### config.mk
export PLATFORM = sky130hd
export DESIGN_NAME = ecg_sample_sequencer
export DESIGN_NICKNAME = d
export VERILOG_FILES = /design/src/rtl/ecg_sample_sequencer_pkg.sv /design/src/rtl/ecg_scale_sat.sv /design/src/rtl/ecg_sample_sequencer.sv
export SDC_FILE = /design/constraint.sdc
export NUM_CORES = 1
export LEC_CHECK = 0
export BUFFER_PORTS_ARGS = -buffer_cell sky130_fd_sc_hd__buf_2
export CAP_MARGIN = 0
export CORE_ASPECT_RATIO = 0.7
export CORE_MARGIN = 8
export CORE_UTILIZATION = 55
export CTS_CLUSTER_SIZE = 25
export DETAILED_ROUTE_END_ITERATION = 10
export PLACE_DENSITY = 0.78
export SKIP_LAST_GASP = 1
export SLEW_MARGIN = 40
export SYNTH_ARGS = -nofsm -noshare
export SYNTH_HDL_FRONTEND = slang
export SYNTH_SLANG_ARGS = --single-unit
export TNS_END_PERCENT = 10
### constraint.sdc
create_clock -name clk -period 7.6 [get_ports clk]
set_input_delay 1.52 -clock clk [delete_from_list [all_inputs] [get_ports clk]]
set_output_delay 1.52 -clock clk [all_outputs]
set_load 0.03 [all_outputs]
### src/rtl/ecg_sample_sequencer_pkg.sv
// Shared types and constants for the ECG waveform player.
// Holds the FSM state encoding and the DAC code range limits.
package ecg_sample_sequencer_pkg;

  localparam int DAC_W      = 12;
  localparam int GAIN_UNITY = 128;
  localparam int DAC_MAX    = 4095;

  typedef enum logic [2:0] {
    IDLE,
    FETCH,
    WAIT,
    CALC,
    PEND
  } state_t;

endpackage

### src/rtl/ecg_scale_sat.sv
// Combinational gain (Q1.7) and signed offset stage, clamped to the DAC code range.
module ecg_scale_sat
  import ecg_sample_sequencer_pkg::*;
(
  input  logic        [DAC_W-1:0] i_sample,
  input  logic        [7:0]       i_gain,
  input  logic signed [12:0]      i_offset,
  output logic        [DAC_W-1:0] o_result
);

  logic        [19:0] w_prod;
  logic        [12:0] w_scaled;
  logic signed [14:0] w_sum;

  assign w_prod   = {8'd0, i_sample} * {12'd0, i_gain};
  assign w_scaled = 13'(w_prod >> $clog2(GAIN_UNITY));
  assign w_sum    = $signed({2'b00, w_scaled}) + $signed({{2{i_offset[12]}}, i_offset});

  // A non-negative sum with either bit 13 or 12 set is above full scale.
  always_comb begin
    o_result = w_sum[11:0];
    if (w_sum[14]) begin
      o_result = '0;
    end else if (w_sum[13:12] != 2'b00) begin
      o_result = DAC_W'(DAC_MAX);
    end
  end

endmodule

### src/rtl/ecg_sample_sequencer.sv
// Fixed-rate ECG player: fetches one ROM sample per tick, scales it and hands it
// to the DAC driver, updating dac_data only while the driver reports busy.
module ecg_sample_sequencer
  import ecg_sample_sequencer_pkg::*;
#(
  parameter int          TICK_DIV   = 50000,
  parameter int          TABLE_LEN  = 500,
  parameter int          ADDR_W     = 9,
  parameter logic [11:0] RESET_CODE = 12'd2048
) (
  input  logic               clk,
  input  logic               rst_n,
  input  logic               enable,
  input  logic [7:0]         gain,
  input  logic signed [12:0] offset,
  output logic [ADDR_W-1:0]  rom_addr,
  input  logic [11:0]        rom_data,
  input  logic               dac_busy,
  output logic [11:0]        dac_data,
  output logic               pending,
  output logic [7:0]         overrun_cnt
);

  localparam int CNT_W = (TICK_DIV > 1) ? $clog2(TICK_DIV) : 1;

  logic [CNT_W-1:0]  r_tickCnt;
  logic              w_tick;
  logic              r_busyMeta;
  logic              r_busyS;
  state_t            r_state;
  logic [ADDR_W-1:0] r_romAddr;
  logic [DAC_W-1:0]  r_romSample;
  logic [DAC_W-1:0]  r_held;
  logic [DAC_W-1:0]  r_dacData;
  logic              r_pending;
  logic [7:0]        r_overrunCnt;
  logic [DAC_W-1:0]  w_scaled;

  assign w_tick = enable && (r_tickCnt == CNT_W'(TICK_DIV - 1));

  always_ff @(posedge clk) begin
    if (!rst_n || !enable || w_tick) begin
      r_tickCnt <= '0;
    end else begin
      r_tickCnt <= r_tickCnt + CNT_W'(1);
    end
  end

  always_ff @(posedge clk) begin
    if (!rst_n) begin
      r_busyMeta <= 1'b0;
      r_busyS    <= 1'b0;
    end else begin
      r_busyMeta <= dac_busy;
      r_busyS    <= r_busyMeta;
    end
  end

  ecg_scale_sat u_scale (
    .i_sample (r_romSample),
    .i_gain   (gain),
    .i_offset (offset),
    .o_result (w_scaled)
  );

  // Any tick that finds the FSM busy (including the commit cycle) is dropped and counted.
  always_ff @(posedge clk) begin
    if (!rst_n) begin
      r_state      <= IDLE;
      r_romAddr    <= '0;
      r_romSample  <= '0;
      r_held       <= '0;
      r_dacData    <= RESET_CODE;
      r_pending    <= 1'b0;
      r_overrunCnt <= '0;
    end else begin
      if (w_tick && (r_state != IDLE) && (r_overrunCnt != 8'hFF)) begin
        r_overrunCnt <= r_overrunCnt + 8'd1;
      end
      case (r_state)
        IDLE:  if (w_tick) r_state <= FETCH;
        FETCH: r_state <= WAIT;
        WAIT: begin
          r_romSample <= rom_data;
          r_state     <= CALC;
        end
        CALC: begin
          r_held    <= w_scaled;
          r_pending <= 1'b1;
          r_state   <= PEND;
        end
        PEND: begin
          if (r_busyS) begin
            r_dacData <= r_held;
            r_pending <= 1'b0;
            r_romAddr <= (r_romAddr == ADDR_W'(TABLE_LEN - 1)) ? '0 : r_romAddr + ADDR_W'(1);
            r_state   <= IDLE;
          end
        end
        default: r_state <= IDLE;
      endcase
    end
  end

  assign rom_addr    = r_romAddr;
  assign dac_data    = r_dacData;
  assign pending     = r_pending;
  assign overrun_cnt = r_overrunCnt;

endmodule

Word level (Yosys, flattened, before mapping). Index checks and enable logic that the tools add are counted.

Div/mod/pow operators: 0. Add/subtract/negate cells: 4. Multipliers: 1. Reductions and logical operators: 14. Magnitude comparators: 0. Mux-type cells: 8. Shifts and indexed selects: 0. Eq/ne operators: 9. Bitwise gates (word level): 0.

Operators with widths (count): two-way mux 12 bit (2); multiplier 12 x 8 -> 20 bit (1); adder 16 x 1 -> 16 bit (second input constant) (1); == test 16 bit (second input constant) (1); adder 14 x 13 -> 15 bit (1); case mux 3 bit (5 select lines) (1); adder 9 x 1 -> 9 bit (second input constant) (1); == test 9 bit (second input constant) (1); two-way mux 9 bit (1); adder 8 x 1 -> 8 bit (second input constant) (1); != test 8 bit (second input constant) (1); == test 3 x 2 -> 1 bit (second input constant) (2); two-way mux 3 bit (2); AND reduction 2 bit (3); != test 2 bit (second input constant) (2); nonzero test 2 bit (2); == test 3 x 1 -> 1 bit (second input constant) (1); == test 3 bit (second input constant) (1); logical AND 1 bit (3); zero test 3 bit (1); nonzero test 3 bit (1); zero test 1 bit (2); logical OR 1 bit (2); case mux 1 bit (2 select lines) (1); two-way mux 1 bit (1).

Flip-flop bits (word level): 75. Output and inout bits: 30. Word-level logic and storage cells: 46. Bits in latches: 0. Input bits: 37. Memories: 0. Bits in read-only memories: 0. Memory bits (writable): 0.

Logic depth before layout (Yosys ltp).
Depth after elaboration: 5. Mapped depth: 25. Gate-level depth less buffers: 24.

Modules after synthesis. From an unflattened synthesis, not the netlist that was laid out.

Cell total of the unflattened synthesis: 836. Area total of the unflattened synthesis: 6880.3 um^2.

By module, submodules not included: ecg_scale_sat (sequential area each 0.0 um^2, instances 1, area each 3967.6 um^2, cells an instance 481); ecg_sample_sequencer (sequential area each 1501.4 um^2, instances 1, area each 2912.8 um^2, cells an instance 355).

Worst setup path before layout. No wires, ideal clock.

Path kind: in2reg. From: input gain[7]. To: register r_held[0]. Setup slack: 0.221 ns. Stages: 24. Arrival: 7.262 ns. Setup time: 0.117 ns. Buffers on the path: 1. Data required time: 7.483 ns. Path through: clkbuf_1 nand2_1 fa_1 fa_1 inv_1 fa_1 inv_1 fa_1 inv_1 ha_1 a21o_1 a31o_2 and4_1 nor4_1 nor2_1 xnor2_1 ha_1 a21o_2 a211oi_2 o21ai_2 a31oi_4 mux2i_2 or2_4 o21ai_1.

Word-level cells in the longest chain between the ends: 5.

Ends and longest elaborated chain: start: declaration (line ecg_sample_sequencer.sv:14) `input logic [7:0] gain,`; multiplier 12 x 8 -> 20 bit (*) (line ecg_scale_sat.sv:15) `assign w_prod = {8'd0, i_sample} * {12'd0, i_gain};`; adder 14 x 13 -> 15 bit (*) (line ecg_scale_sat.sv:17) `assign w_sum = $signed({2'b00, w_scaled}) + $signed({{2{i_offset[12]}}, i_offset});`; nonzero test 2 bit (line ecg_scale_sat.sv:24) `end else if (w_sum[13:12] != 2'b00) begin`; two-way mux 12 bit (line ecg_scale_sat.sv:24); two-way mux 12 bit (*) (line ecg_scale_sat.sv:22) `if (w_sum[14]) begin`; end signal: assignment (line ecg_sample_sequencer.sv:88) `r_held <= w_scaled;`; end: declaration (line ecg_sample_sequencer.sv:33) `logic [DAC_W-1:0] r_held;`.

Every way passes the cells marked *; elsewhere a longest branch is shown, timed or not. A chain may end at the register's enable or synchronous reset.

Worst setup path after layout.
From: input gain[7]. To: register r_held[4].

The elaborated chain is that of the path after synthesis.

==> metrics <==
fin cells=982; site row count=33; slowest cell on the critical path=fa_1; Final Hold Fails=0; Clock transition at path regs=60 ps; Post-synth EDFFs=0; top_reg_cell synth=dfxtp_1; Sequential Area=1500 um2; R2R cell count=23; most common cell after layout, fill and taps aside=nand2_1; CTS tree=done; RSZ-0062 raised after global routing=false; CP dominant cell by count=fa_1; post-DP HPWL=12.3 mm; Cells after Synth=757; share of cells above drive strength 1=13.5%; post-synthesis sequential area ratio=23.1%; area grow syn2layout=12.8%; DIE HEIGHT=107 um; Ports=67; cell count along the critical path=24; Tmin final=7260 ps; CTS HTree Levels=3; fin. max-slew vios=0; Final Cell Area=7350 um2; Tightest Hold Check Type=reg2reg; vias per cell=~5.5; GPL Wtd Cong=0.839; CP Capture Type=register; Die Wd=146 um; f_max=about 140 MHz; Leakage Power=3.58 nW; # DRC=0; worst path buffer plus inverter count=6; max_cap viols=0; CTS buffer count=9; top cell family by delay on the critical path=adder cells; Synth Cell Area=6510 um2; post-synth net total=between 900 and 1000; cell count of the worst hold path=1; mean area per synthesized cell=roughly 8.6 um2; die area=15600 um2; arrival time of the worst setup path=7450 ps; clk_lat worst skew=330 ps; reg2reg setup slack=1180 ps; max_slew headroom=58.0%; clk_skew=3.70 ps; Clk Tree Root Cell=clkbuf_16; critical path launch point type=input pin; total power draw=880 uW; vias in the first global route=around 5700; Fin Setup TNS=0 ps; gr usage total=a little over a fifth; Inst Count DP=just under 1000; Clock Path Buffers=2; wire length per cell=16.0 um; fin crit share=95.5%; sinks on the clock net=75; Critical Path RT=between 7000 and 8000 ps; Remaining Overflow, GRT=0; total power per unit cell area=120 nW/um2; area of the multi-input gates=4670 um2; initial antenna violation count=0; most frequent cells in the layout=nand2_1 (96), and2_1 (83), dfxtp_1 (75); Initial Utilization=55.9%; worst-path cell chain=buf_2, nand2_1, fa_1, fa_1, inv_1, fa_1, inv_1, fa_1, inv_1, ha_1, a21o_1, a31o_2, buf_4, a221o_1, xor2_1, ha_1, nand3_1, o211ai_1, buf_4, o2bb2ai_1, nor4_1, a311o_2, nor2_2, a221oi_1; Yosys reg bits=75; placed cell areas=about 7000 um2; maximum vdd drop=0.000112 V; Final ANT Viol Nets=0; core area=11600 um2; CP max stage delay=540 ps; Synth Warn #=0; post-layout net count=a little under 1000; port bufs=between 60 and 70; Unique masters post-synth=60; WS Path Type=in2reg; Async SR Flop Fraction=0%; Routed WL=~16 mm; largest net degree at the start of global routing=24; Slew @ Worst Pin=630 ps; # setup viols final=0; number of fill cells in the layout=987; first-pass GRT wire length=between 20 and 30 mm; via count=5443; status=completed; crit path max fanout=12; Detailed Routing Iterations Pass 1=5; Starting DRT DRC Count=around 380
## metrics by stage
step / util, % / hold slack (ps) / worst slack (ps)
after floorplan: - / 412 / 221
after global placement: 60.0 / 425 / 97.9
after detailed placement: 60.0 / 419 / -43.6
after CTS: 62.7 / 437 / 277
after global routing: 63.1 / 451 / 8.79
final: 63.1 / 438 / 341
## Yosys cell counts, drive strengths merged, types with 14 or more instances
cell | number | area [um2]
o21ai | 19 | 98.9
clkbuf | 20 | 75.1
xnor2 | 24 | 218
nand3 | 24 | 120
ha | 55 | 688
a21o | 14 | 116
dfxtp | 75 | 1500
and2 | 83 | 519
nand2 | 96 | 360
nor3 | 15 | 75.1
xor2 | 27 | 236
inv | 70 | 263
fa | 60 | 1200
a21oi | 55 | 275
nor2 | 48 | 183
## sequential cells by signal, indices dropped and copies added, names as in the netlist
register and cells:
r_busyS 1, pending 1, overrun_cnt 8, rom_addr 9, r_state 3, dac_data 12, r_busyMeta 1, r_held 12
r_romSample 12, r_tickCnt 16
## layer usage
metal / global-route usage, % / routed length [um] / share of wire, % / vias to the layer above
met4: 5.49 / 225 / 1.4 / 0
met1: 27.6 / 7390 / 47 / 2635
met5: 0 / 0 / 0 / -
met3: 4.71 / 821 / 5.2 / 22
met2: 34.1 / 7240 / 46 / 174
li1: - / - / - / 2612
## what timing repair did
item | in CTS | in global routing
endpoints found under the setup margin | 0 | 12
hold buffers | 0 | 0
resized for setup | 0 | 3
setup buffers | 0 | 2
endpoints found under the hold margin | 0 | 0
## power breakdown
group          switching, mW  internal (mW)
Sequential          0.000542          0.394
Clock                  0.166          0.273
Combinational         0.0302         0.0163
## cell type report
type                            instances  share of cell area (%)
Antenna cell                            1                  0.0341
Clock buffer                           11                    3.44
Clock inverter                          5                   0.835
Inverter                               71                    3.63
Multi-Input combinational cell        587                    63.5
Sequential cell                        75                    20.4
Tap cell                              157                    2.67
Timing Repair Buffer                   75                    5.42
## worst paths after layout
path,start,to
max,gain[7],r_held[4]$_SDFFE_PN0P_
min,r_busyMeta$_SDFF_PN0_,r_busyS$_SDFF_PN0_
max reg2reg,r_romSample[1]$_SDFFE_PN0N_,r_held[4]$_SDFFE_PN0P_
min reg2reg,r_busyMeta$_SDFF_PN0_,r_busyS$_SDFF_PN0_
## cell families (layout without fill, tap and decap cells)
family / count (synthesis) / count (layout) / share of synthesized area [%]
buffers and inverters: 95 / 162 / 5.63
multiplexers: 2 / 2 / 0.365
AND/OR/NAND/NOR: 305 / 305 / 23.4
adder cells (fa/ha/maj): 115 / 115 / 29.0
other: 0 / 1 / 0
AO/OA/AOI/OAI: 114 / 114 / 11.5
flip-flops: 75 / 75 / 23.1
XOR/XNOR: 51 / 51 / 6.97
No activity file was read; power rests on OpenSTA's default activity.
